[src/rtl/mem_arbiter.sv]
// mem_arbiter: round-robin sequencer sharing one memory port between instruction fetch and data access.
// Ports: clk/rst_f (sync, active-low), hold blocks new grants;
//   if_req/if_addr -> if_ack/if_rdata   fetch port (read only)
//   dm_req/dm_we/dm_addr/dm_wdata -> dm_ack/dm_rdata   data port
//   mem_en/mem_we/mem_addr/mem_wdata, mem_rdata   memory side
//   busy (not IDLE), last_grant (0 = fetch, 1 = data)
module mem_arbiter #(
  parameter int AW      = 16,
  parameter int DW      = 32,
  parameter int MEM_LAT = 1
) (
  input  logic          clk,
  input  logic          rst_f,
  input  logic          hold,
  input  logic          if_req,
  input  logic [AW-1:0] if_addr,
  output logic          if_ack,
  output logic [DW-1:0] if_rdata,
  input  logic          dm_req,
  input  logic          dm_we,
  input  logic [AW-1:0] dm_addr,
  input  logic [DW-1:0] dm_wdata,
  output logic          dm_ack,
  output logic [DW-1:0] dm_rdata,
  output logic          mem_en,
  output logic          mem_we,
  output logic [AW-1:0] mem_addr,
  output logic [DW-1:0] mem_wdata,
  input  logic [DW-1:0] mem_rdata,
  output logic          busy,
  output logic          last_grant
);
  if (MEM_LAT < 1 || MEM_LAT > 7) begin : g_bad_lat
    $error("mem_arbiter: MEM_LAT must be in 1..7");
  end
  typedef enum logic [1:0] {IDLE, WAIT, ACK} state_e;
  state_e        state_q, state_d;
  logic          port_q, we_q, last_grant_q;
  logic          if_ack_q, dm_ack_q, mem_en_q, mem_we_q;
  logic          if_ack_d, dm_ack_d, mem_en_d, mem_we_d;
  logic [2:0]    cnt_q;
  logic [AW-1:0] addr_q;
  logic [DW-1:0] wdata_q, if_rdata_q, dm_rdata_q;
  logic          grant, pick_dm, done;
  assign grant   = state_q == IDLE && !hold && (if_req || dm_req);
  // on a tie the port opposite the previous winner gets the memory
  assign pick_dm = dm_req && (!if_req || !last_grant_q);
  assign done    = state_q == WAIT && cnt_q == 3'd0;
  always_ff @(posedge clk)
    if (!rst_f) state_q <= IDLE;
    else        state_q <= state_d;
  always_comb
    state_d = state_q == IDLE ? (grant ? WAIT : IDLE) :
              state_q == WAIT ? (done ? ACK : WAIT) : IDLE;
  // next values of the registered strobes: memory strobe on the grant edge, ack on the final WAIT edge
  always_comb begin
    mem_en_d = grant;
    mem_we_d = grant && pick_dm && dm_we;
    if_ack_d = done && !port_q;
    dm_ack_d = done && port_q;
  end
  always_ff @(posedge clk) begin
    if (!rst_f) begin
      port_q       <= 1'b0;
      we_q         <= 1'b0;
      last_grant_q <= 1'b0;
      cnt_q        <= 3'd0;
      addr_q       <= '0;
      wdata_q      <= '0;
      if_rdata_q   <= '0;
      dm_rdata_q   <= '0;
      mem_en_q     <= 1'b0;
      mem_we_q     <= 1'b0;
      if_ack_q     <= 1'b0;
      dm_ack_q     <= 1'b0;
    end else begin
      mem_en_q <= mem_en_d;
      mem_we_q <= mem_we_d;
      if_ack_q <= if_ack_d;
      dm_ack_q <= dm_ack_d;
      if (grant) begin
        port_q       <= pick_dm;
        we_q         <= pick_dm && dm_we;
        last_grant_q <= pick_dm;
        addr_q       <= pick_dm ? dm_addr : if_addr;
        wdata_q      <= dm_wdata;
        // writes finish after a single WAIT cycle regardless of read latency
        cnt_q        <= (pick_dm && dm_we) ? 3'd0 : 3'(MEM_LAT - 1);
      end else if (state_q == WAIT && !done) begin
        cnt_q <= cnt_q - 3'd1;
      end
      if (done && !we_q && !port_q) if_rdata_q <= mem_rdata;
      if (done && !we_q && port_q)  dm_rdata_q <= mem_rdata;
    end
  end
  assign if_ack     = if_ack_q;
  assign dm_ack     = dm_ack_q;
  assign if_rdata   = if_rdata_q;
  assign dm_rdata   = dm_rdata_q;
  assign mem_en     = mem_en_q;
  assign mem_we     = mem_we_q;
  assign mem_addr   = addr_q;
  assign mem_wdata  = wdata_q;
  assign busy       = state_q != IDLE;
  assign last_grant = last_grant_q;
endmodule

[config.mk]
export PLATFORM = sky130hd
export DESIGN_NAME = mem_arbiter
export DESIGN_NICKNAME = d
export VERILOG_FILES = /design/src/rtl/mem_arbiter.sv
export SDC_FILE = /design/constraint.sdc
export NUM_CORES = 1
export LEC_CHECK = 0
export ABC_AREA = 1
export ABC_CLOCK_PERIOD_IN_PS = 1600
export BUFFER_PORTS_ARGS = -buffer_cell sky130_fd_sc_hd__buf_4
export CORE_MARGIN = 1.5
export CORE_UTILIZATION = 48
export CTS_CLUSTER_DIAMETER = 120
export DETAILED_ROUTE_END_ITERATION = 7
export PLACE_DENSITY_LB_ADDON = 0.05
export SLEW_MARGIN = 30
export SYNTH_ARGS = -nofsm -noshare
export SYNTH_HDL_FRONTEND = slang
export SYNTH_SLANG_ARGS = --single-unit
export TNS_END_PERCENT = 20
[constraint.sdc]
create_clock -name clk -period 1.6 [get_ports clk]
set_input_delay 0 -clock clk [delete_from_list [all_inputs] [get_ports clk]]
set_output_delay 0 -clock clk [all_outputs]
set_load 0.03 [all_outputs]
==> summary.md, run 1 <==
| Metric | Value |
|---|---|
| Status | finished clean |
| CP max stage delay | 0.63 ns |
| DR vias/cell | 5.07 |
| Post-synthesis area per instance | 7.24 um^2 |
| Die X | 106 um |
| Crit end category | flip-flop |
| Worst-Skew Late Latency | 0.51 ns |
| Top-area cell type share of the netlist area | 48.1% |
| RSZ-0062 raised after global routing | yes |
| Pwr dens | 1020 nW/um^2 |
| Hold Path Class | in -> reg |
| Leakage Power | 4.20 nW |
| Simple-Gate Fraction of Synth Area | 41.2% |
| Syn_nets | 811 |
| Slew headroom | 70.0% |
| Post-synthesis instance total | 707 |
| Sw Pwr | 2.44 mW |
| Sequential share of the synthesized area | 48.1% |
| Drt first pass iters | 5 |
| Slew of the pin with the lowest slew margin | 0.450 ns |
| CTS tree | yes |
| Crit path launch type | flip-flop |
| Pin count of the biggest net entering global routing | 50 |
| Worst EP required | 2.05 ns |
| Std-Cell Rows | 37 |
| Netlist cell types | 23 |
| Synth Cell Area | 5120 um^2 |
| Antenna Cells | 0 |
| Clk root buf | clkbuf_8 |
| Layout Skew | 0.00816 ns |
| Initial antenna violation count | 0 |
| Initial Utilization | 49.6% |
| Cell Int Power | 6.10 mW |
| Clock Sinks | 123 |
| Power share of the clock group | 41.4% |
| # IOs | 220 |
| Fmax achieved | 669 MHz |
| Layout area overhead | 64.1% |
| Adder-Cell Fraction of Synth Area | 0.489% |
| Die area | 11,300 um^2 |
| Initial DRC count | 360 |
| Buffers on Ports | 219 |
| Synth area leaders | dfxtp_1 (48%), nand2_1 (16%), nor2_1 (9.8%) |
| Ordered list of cells on the worst path | nand2_1 > nand2_2 > dlygate4sd3_1 > nand2_1 > nand2_1 > nand2_1 > nand2_1 |
| Fin nets | 1,115 |
| Tmin final | 1.50 ns |
| Worst-path fanout max | 4 |
| Crit share post-route | 93.5% |
| # H-tree levels | 4 |
| Maxcap violations | 0 |
| Number of global-route vias before repair | 5,899 |
| Residual DRC | 0 |
| Clock transition at path regs | 0.06 ns |
| Maximum vdd drop | 0.000754 V |
| Multiplexer area fraction after synthesis | 0% |
| Pwr Total | 8.54 mW |
| Yosys Warn Count | 0 |
| First-pass GRT wire length | 28,100 um |
| Sw frac | 28.6% |
| Ratio of cells with drive above 1 in the final layout | 28.0% |
| Largest family of logic cells by synthesized area | simple AND/OR/NAND/NOR gates |
| Tot GR Track Use | 31.1% |
| Core ar. | 10,300 um^2 |
| Gate power share | 19.5% |
| Xor and xnor area share after synthesis | 0% |
| Die height | 106 um |
| GRT overflow | 0 |
| Flops & latches, synth | 123 |
| Final wirelength | 17,500 um |
| Crit path DAT | 1.95 ns |
| Cts bufs inserted | 17 |
| Dominant cell type by area after synthesis | dfxtp_1 |
| Final hold violations | 0 |
| Crit Path Category | reg -> reg |
| Post-route ant nets | 0 |
| Final count of negative-setup-slack endpoints | 0 |
| Fin. max-slew vios | 0 |
| Synth Area in Compound Gates | 0.489% |
| Setup_tns | 0 ns |
| Total number of vias | 5,879 |
| Post-DP HPWL | 9550 um |
| Critical path's most frequent cell | nand2_1 |
| GPL Wtd Cong | 0.769 |
| Clock Tree Buf Depth | 2 |
| WL/cell | 15.1 um |
| CP max-delay cell | dlygate4sd3_1 |
| Seq pwr share | 39.1% |
metal layers:
layer	GRT usage, %	up-vias	wire length, um
li1	-	2845	-
met1	35.9	2693	6770
met2	53.6	298	8860
met3	8.77	43	1420
met4	13.5	0	433
met5	0	-	0
per-stage QoR:
stage               setup slack (ns)  util, %  hold slack (ns)  instances  instance area, um^2
floorplan                      0.172        -            0.103        707                 5120
global placement              0.0971     65.6            0.187       1023                 6770
detailed placement            0.0314     65.6            0.190       1023                 6770
CTS                           0.0131     81.1           0.0717       1159                 8370
global route                 -0.0445     81.4            0.141       1160                 8400
finish                         0.104     81.4           0.0772       1160                 8400
registers in the layout, summed over array words and instances, names as in the netlist:
register    count
cnt_q           3
dm_ack          1
dm_rdata       32
if_ack          1
if_rdata       32
last_grant      1
mem_addr       16
mem_en          1
mem_wdata      32
mem_we          1
state_q         2
we_q            1
cell usage after synthesis (all sizes together):
cell	n
a21oi	3
nor2	138
buf	49
nand3	54
inv	44
o21ai	2
or2	1
nand2	223
dfxtp	123
ha	2
clkbuf	3
nand4	65
cells by family (layout without fill, tap and decap cells):
kind of cell | after synthesis | in the layout
and+or+nand+nor | 481 | 482
adders and majority gates | 2 | 2
AOI/OAI and AO/OA | 5 | 5
buffers and inverters | 96 | 412
DFF | 123 | 123
critical path, delay by kind of cell, from the launching register on:
kind / cells / cell delay (ns)
buffers and inverters: 1 / 0.63
DFF: 1 / 0.37
and+or+nand+nor: 6 / 0.43
worst paths after layout:
| kind | end | startpoint | cells after the start | slack (ns) |
|---|---|---|---|---|
| hold reg to reg | mem_addr[12]$_SDFFE_PN0P_ | mem_addr[12]$_SDFFE_PN0P_ | 2 | 0.47 |
| setup / recovery | mem_addr[14]$_SDFFE_PN0P_ | last_grant$_SDFFE_PN0P_ | 7 | 0.10 |
| setup reg to reg | mem_addr[14]$_SDFFE_PN0P_ | last_grant$_SDFFE_PN0P_ | 7 | 0.10 |
| hold / removal | we_q$_SDFFE_PN0P_ | if_req | 6 | 0.08 |
cell type report:
class                   count  area, um^2
repair buffers            336        2860
flip-flops and latches    123        2460
multi-input cells         489        2180
fillers                   657        1920
clock buffers              19         442
well taps                 136         170
inverters                  44         165
clock inverters            13         120
power groups by stage:
stage	sequential (mW)	clock, mW	combinational, mW
floorplan	3.70	0	0.520
global placement	3.39	0	1.38
detailed placement	3.39	0	1.40
CTS	3.33	3.57	1.61
global route	3.35	3.72	1.77
finish	3.34	3.54	1.66
cell usage in the layout (no fill, tap or decap), types with 6 or more instances in the layout:
cell           count
buf_4            226
nand2_1          220
nor2_1           132
dfxtp_1          122
dlygate4sd3_1    102
nand4_1           65
nand3_1           52
inv_1             37
clkbuf_16         16
inv_2              7
clkinvlp_4         6
buf_12             6
what timing repair did:
action / CTS / global route
gates resized for setup: 0 / 5
endpoints found under the hold margin: 116 / 0
setup endpoints to repair: 1 / 53
setup buffers: 0 / 1
hold buffers: 103 / 0
gates cloned: 1 / 0
pin swaps: 1 / 3
Note: power is estimated with default switching activity, not from simulation.
==> run 2: changes to the inputs <==
CORE_MARGIN = 2   (was 1.5)
==> run 2 against run 1 <==
Highest routed layer unchanged. Via count increased by 1.3%. Final cell count decreased by 0.17%. Core utilization up 0.82 points. Global-route usage decreased by 0.63 points. Non-clock buffer count unchanged. Register-to-register slack hardly changed. Total power rose by 6.0%. Wire length up 1.2%. Sequential share of layout area decreased by 0.31 points. Worst hold slack gained 0.14 ns. Sequential cell count unchanged. Critical path type unchanged. Largest cell class unchanged.
==> summary.md, run 2 (synthesis results as in run 1) <==
| Metric | Value |
|---|---|
| Status | finished clean (unchanged) |
| Antenna Cells | 0 (unchanged) |
| Clock Tree Buf Depth | 2 (unchanged) |
| Setup_tns | 0 ns (unchanged) |
| Hold slack | 0.217 ns (was 0.0772 ns) |
| Placed cell count | 1,024 (was 1,023) |
| Worst hold endpoint | mem_wdata[6]$_SDFFE_PN0P_ (was we_q$_SDFFE_PN0P_) |
| Std-Cell Rows | 37 (unchanged) |
| Worst-path fanout max | 15 (was 4) |
| PnR worst setup slack | 0.0978 ns (was 0.104 ns) |
| Ratio of cells with drive above 1 in the final layout | 27.5% (was 28.0%) |
| Fmax achieved | 666 MHz (was 669 MHz) |
| Crit share post-route | 93.9% (was 93.5%) |
| Initial Utilization | 49.6% (unchanged) |
| Residual DRC | 0 (unchanged) |
| Slew headroom | 76.7% (was 70.0%) |
| Hold Path Class | in -> reg (unchanged) |
| Reg2reg start | cnt_q[0]$_SDFFE_PP0P_ (was last_grant$_SDFFE_PN0P_) |
| Crit end category | flip-flop (unchanged) |
| Final wirelength | 17,700 um (was 17,500 um) |
| Hold path start | dm_wdata[6] (was if_req) |
| Sw Pwr | 2.37 mW (was 2.44 mW) |
| Initial DRC count | 387 (was 360) |
| Final count of negative-setup-slack endpoints | 0 (unchanged) |
| Slew of the pin with the lowest slew margin | 0.350 ns (was 0.450 ns) |
| Layout Skew | 0.00606 ns (was 0.00816 ns) |
| GPL Wtd Cong | 0.802 (was 0.769) |
| R2R Setup Slk | 0.1 ns (was 0.10 ns) |
| Maxcap violations | 0 (unchanged) |
| Initial antenna violation count | 0 (unchanged) |
| Pwr Total | 9.05 mW (was 8.54 mW) |
| Place WS | 0.125 ns (was 0.0314 ns) |
| Sw frac | 26.2% (was 28.6%) |
| Pin count of the biggest net entering global routing | 65 (was 50) |
| Crit path DAT | 1.95 ns (about the same) |
| Worst EP required | 2.05 ns (about the same) |
| Final core occ | 82.2% (was 81.4%) |
| Final Non-Filler Cells | 1,158 (was 1,160) |
| Total number of vias | 5,953 (was 5,879) |
| Clock Sinks | 123 (unchanged) |
| Core ar. | 10,300 um^2 (unchanged) |
| Fin nets | 1,114 (was 1,115) |
| R2R Path End | dm_rdata[3]$_SDFFE_PN0P_ (was mem_addr[14]$_SDFFE_PN0P_) |
| RSZ-0062 raised after global routing | yes (unchanged) |
| WL/cell | 15.3 um (was 15.1 um) |
| Power share of the clock group | 44.7% (was 41.4%) |
| # H-tree levels | 4 (unchanged) |
| Most frequent cells in the layout | buf_4 (225), nand2_1 (220), nor2_1 (132) (was buf_4 (226), nand2_1 (220), nor2_1 (132)) |
| Buffers on Ports | 219 (unchanged) |
| Crit path launch type | flip-flop (unchanged) |
| Clock transition at path regs | 0.06 ns (about the same) |
| Cell Area, Placed | 6810 um^2 (was 6770 um^2) |
| Pwr dens | 1070 nW/um^2 (was 1020 nW/um^2) |
| Post-route cell area | 8490 um^2 (was 8400 um^2) |
| Die height | 107 um (was 106 um) |
| GRT overflow | 0 (unchanged) |
| # IOs | 220 (unchanged) |
| Number of global-route vias before repair | 5,879 (was 5,899) |
| Cts bufs inserted | 17 (unchanged) |
| First-pass GRT wire length | 27,700 um (was 28,100 um) |
| Worst-Skew Late Latency | 0.52 ns (was 0.51 ns) |
| Die X | 107 um (was 106 um) |
| Seq pwr share | 36.9% (was 39.1%) |
| Tmin final | 1.50 ns (about the same) |
| Leakage Power | 4.27 nW (was 4.20 nW) |
| Hold path depth | 4 (was 6) |
| Commonest non-fill, non-tap cell in the layout | buf_4 (unchanged) |
| Post-DP HPWL | 9920 um (was 9550 um) |
| CTS tree | yes (unchanged) |
| Final hold violations | 0 (unchanged) |
| Clk root buf | clkbuf_8 (unchanged) |
| Crit Path Category | reg -> reg (unchanged) |
| Maximum vdd drop | 0.000751 V (was 0.000754 V) |
| Die area | 11,500 um^2 (was 11,300 um^2) |
| Cells on worst reg2reg path | 9 (was 7) |
| Total setup buffers inserted after CTS | 0 (unchanged) |
| Tot GR Track Use | 30.5% (was 31.1%) |
| Cell Int Power | 6.68 mW (was 6.10 mW) |
| Drt first pass iters | 5 (unchanged) |
| Post-route ant nets | 0 (unchanged) |
| Fin. max-slew vios | 0 (unchanged) |
| DR vias/cell | 5.14 (was 5.07) |
| Gate power share | 18.4% (was 19.5%) |
| Layout area overhead | 65.8% (was 64.1%) |
-- run 2: cell types whose count changed in the layout (fill, tap and decap cells not counted), sizes merged --
| cell | delta |
|---|---|
| clkbuf | +6 |
| clkinvlp | -6 |
| bufinv | +3 |
| inv | -1 |
| dlygate4sd3 | -1 |
| nor2 | -1 |
| clkinv | -2 |
-- run 2: power groups by stage --
stage                     logic, mW  registers [mW]  clock network (mW)
after floorplan               0.520            3.70                   0
after global placement         1.39            3.39                   0
after detailed placement       1.41            3.40                   0
after CTS                      1.61            3.34                4.07
after global routing           1.77            3.35                4.24
final                          1.66            3.34                4.04
-- run 2: how the worst max path moves through the flow --
stage / slack (ns) / cells after the start / to / startpoint
floorplan: 0.17 / 9 / mem_addr[10]$_SDFFE_PN0P_ / last_grant$_SDFFE_PN0P_
global placement: 0.20 / 9 / dm_rdata[1]$_SDFFE_PN0P_ / cnt_q[0]$_SDFFE_PP0P_
detailed placement: 0.13 / 9 / dm_rdata[6]$_SDFFE_PN0P_ / cnt_q[0]$_SDFFE_PP0P_
CTS: 0.06 / 6 / last_grant$_SDFFE_PN0P_ / state_q[1]$_SDFF_PP0_
global route: -0.007 / 9 / dm_rdata[1]$_SDFFE_PN0P_ / cnt_q[0]$_SDFFE_PP0P_
finish: 0.1 / 9 / dm_rdata[3]$_SDFFE_PN0P_ / cnt_q[0]$_SDFFE_PP0P_
-- run 2: final cells by class --
type / count / area (um^2)
clock inverter: 7 / 135
clock buffer: 24 / 490
fill: 623 / 1840
sequential: 123 / 2460
inverter: 44 / 165
timing repair buffer: 336 / 2900
multi-input combinational: 488 / 2170
tap: 136 / 170
-- run 2: critical path, stage by stage, from the launching register on --
cell	delay, ns
dfxtp_1	0.31
inv_1	0.09
ha_1	0.19
inv_1	0.07
nor2_2	0.12
nand3_4	0.14
nor2_8	0.17
clkbuf_16	0.20
nor2_1	0.04
nor2_1	0.10
-- run 2: what timing repair did --
| action | 4_1_cts | 5_1_grt |
|---|---|---|
| hold endpoints to repair | 120 | 0 |
| hold buffers | 102 | 0 |
| setup endpoints to repair | 0 | 4 |
| resized for setup | 0 | 2 |
-- run 2: per-layer routing --
metal	wire [um]	vias to the layer above	part of all wire (%)	track usage (%)
met3	1520	50	8.6	10.2
met1	6730	2724	38	34.1
li1	-	2848	-	-
met5	0	-	0	0
met2	8900	331	50	52.3
met4	548	0	3.1	13.9
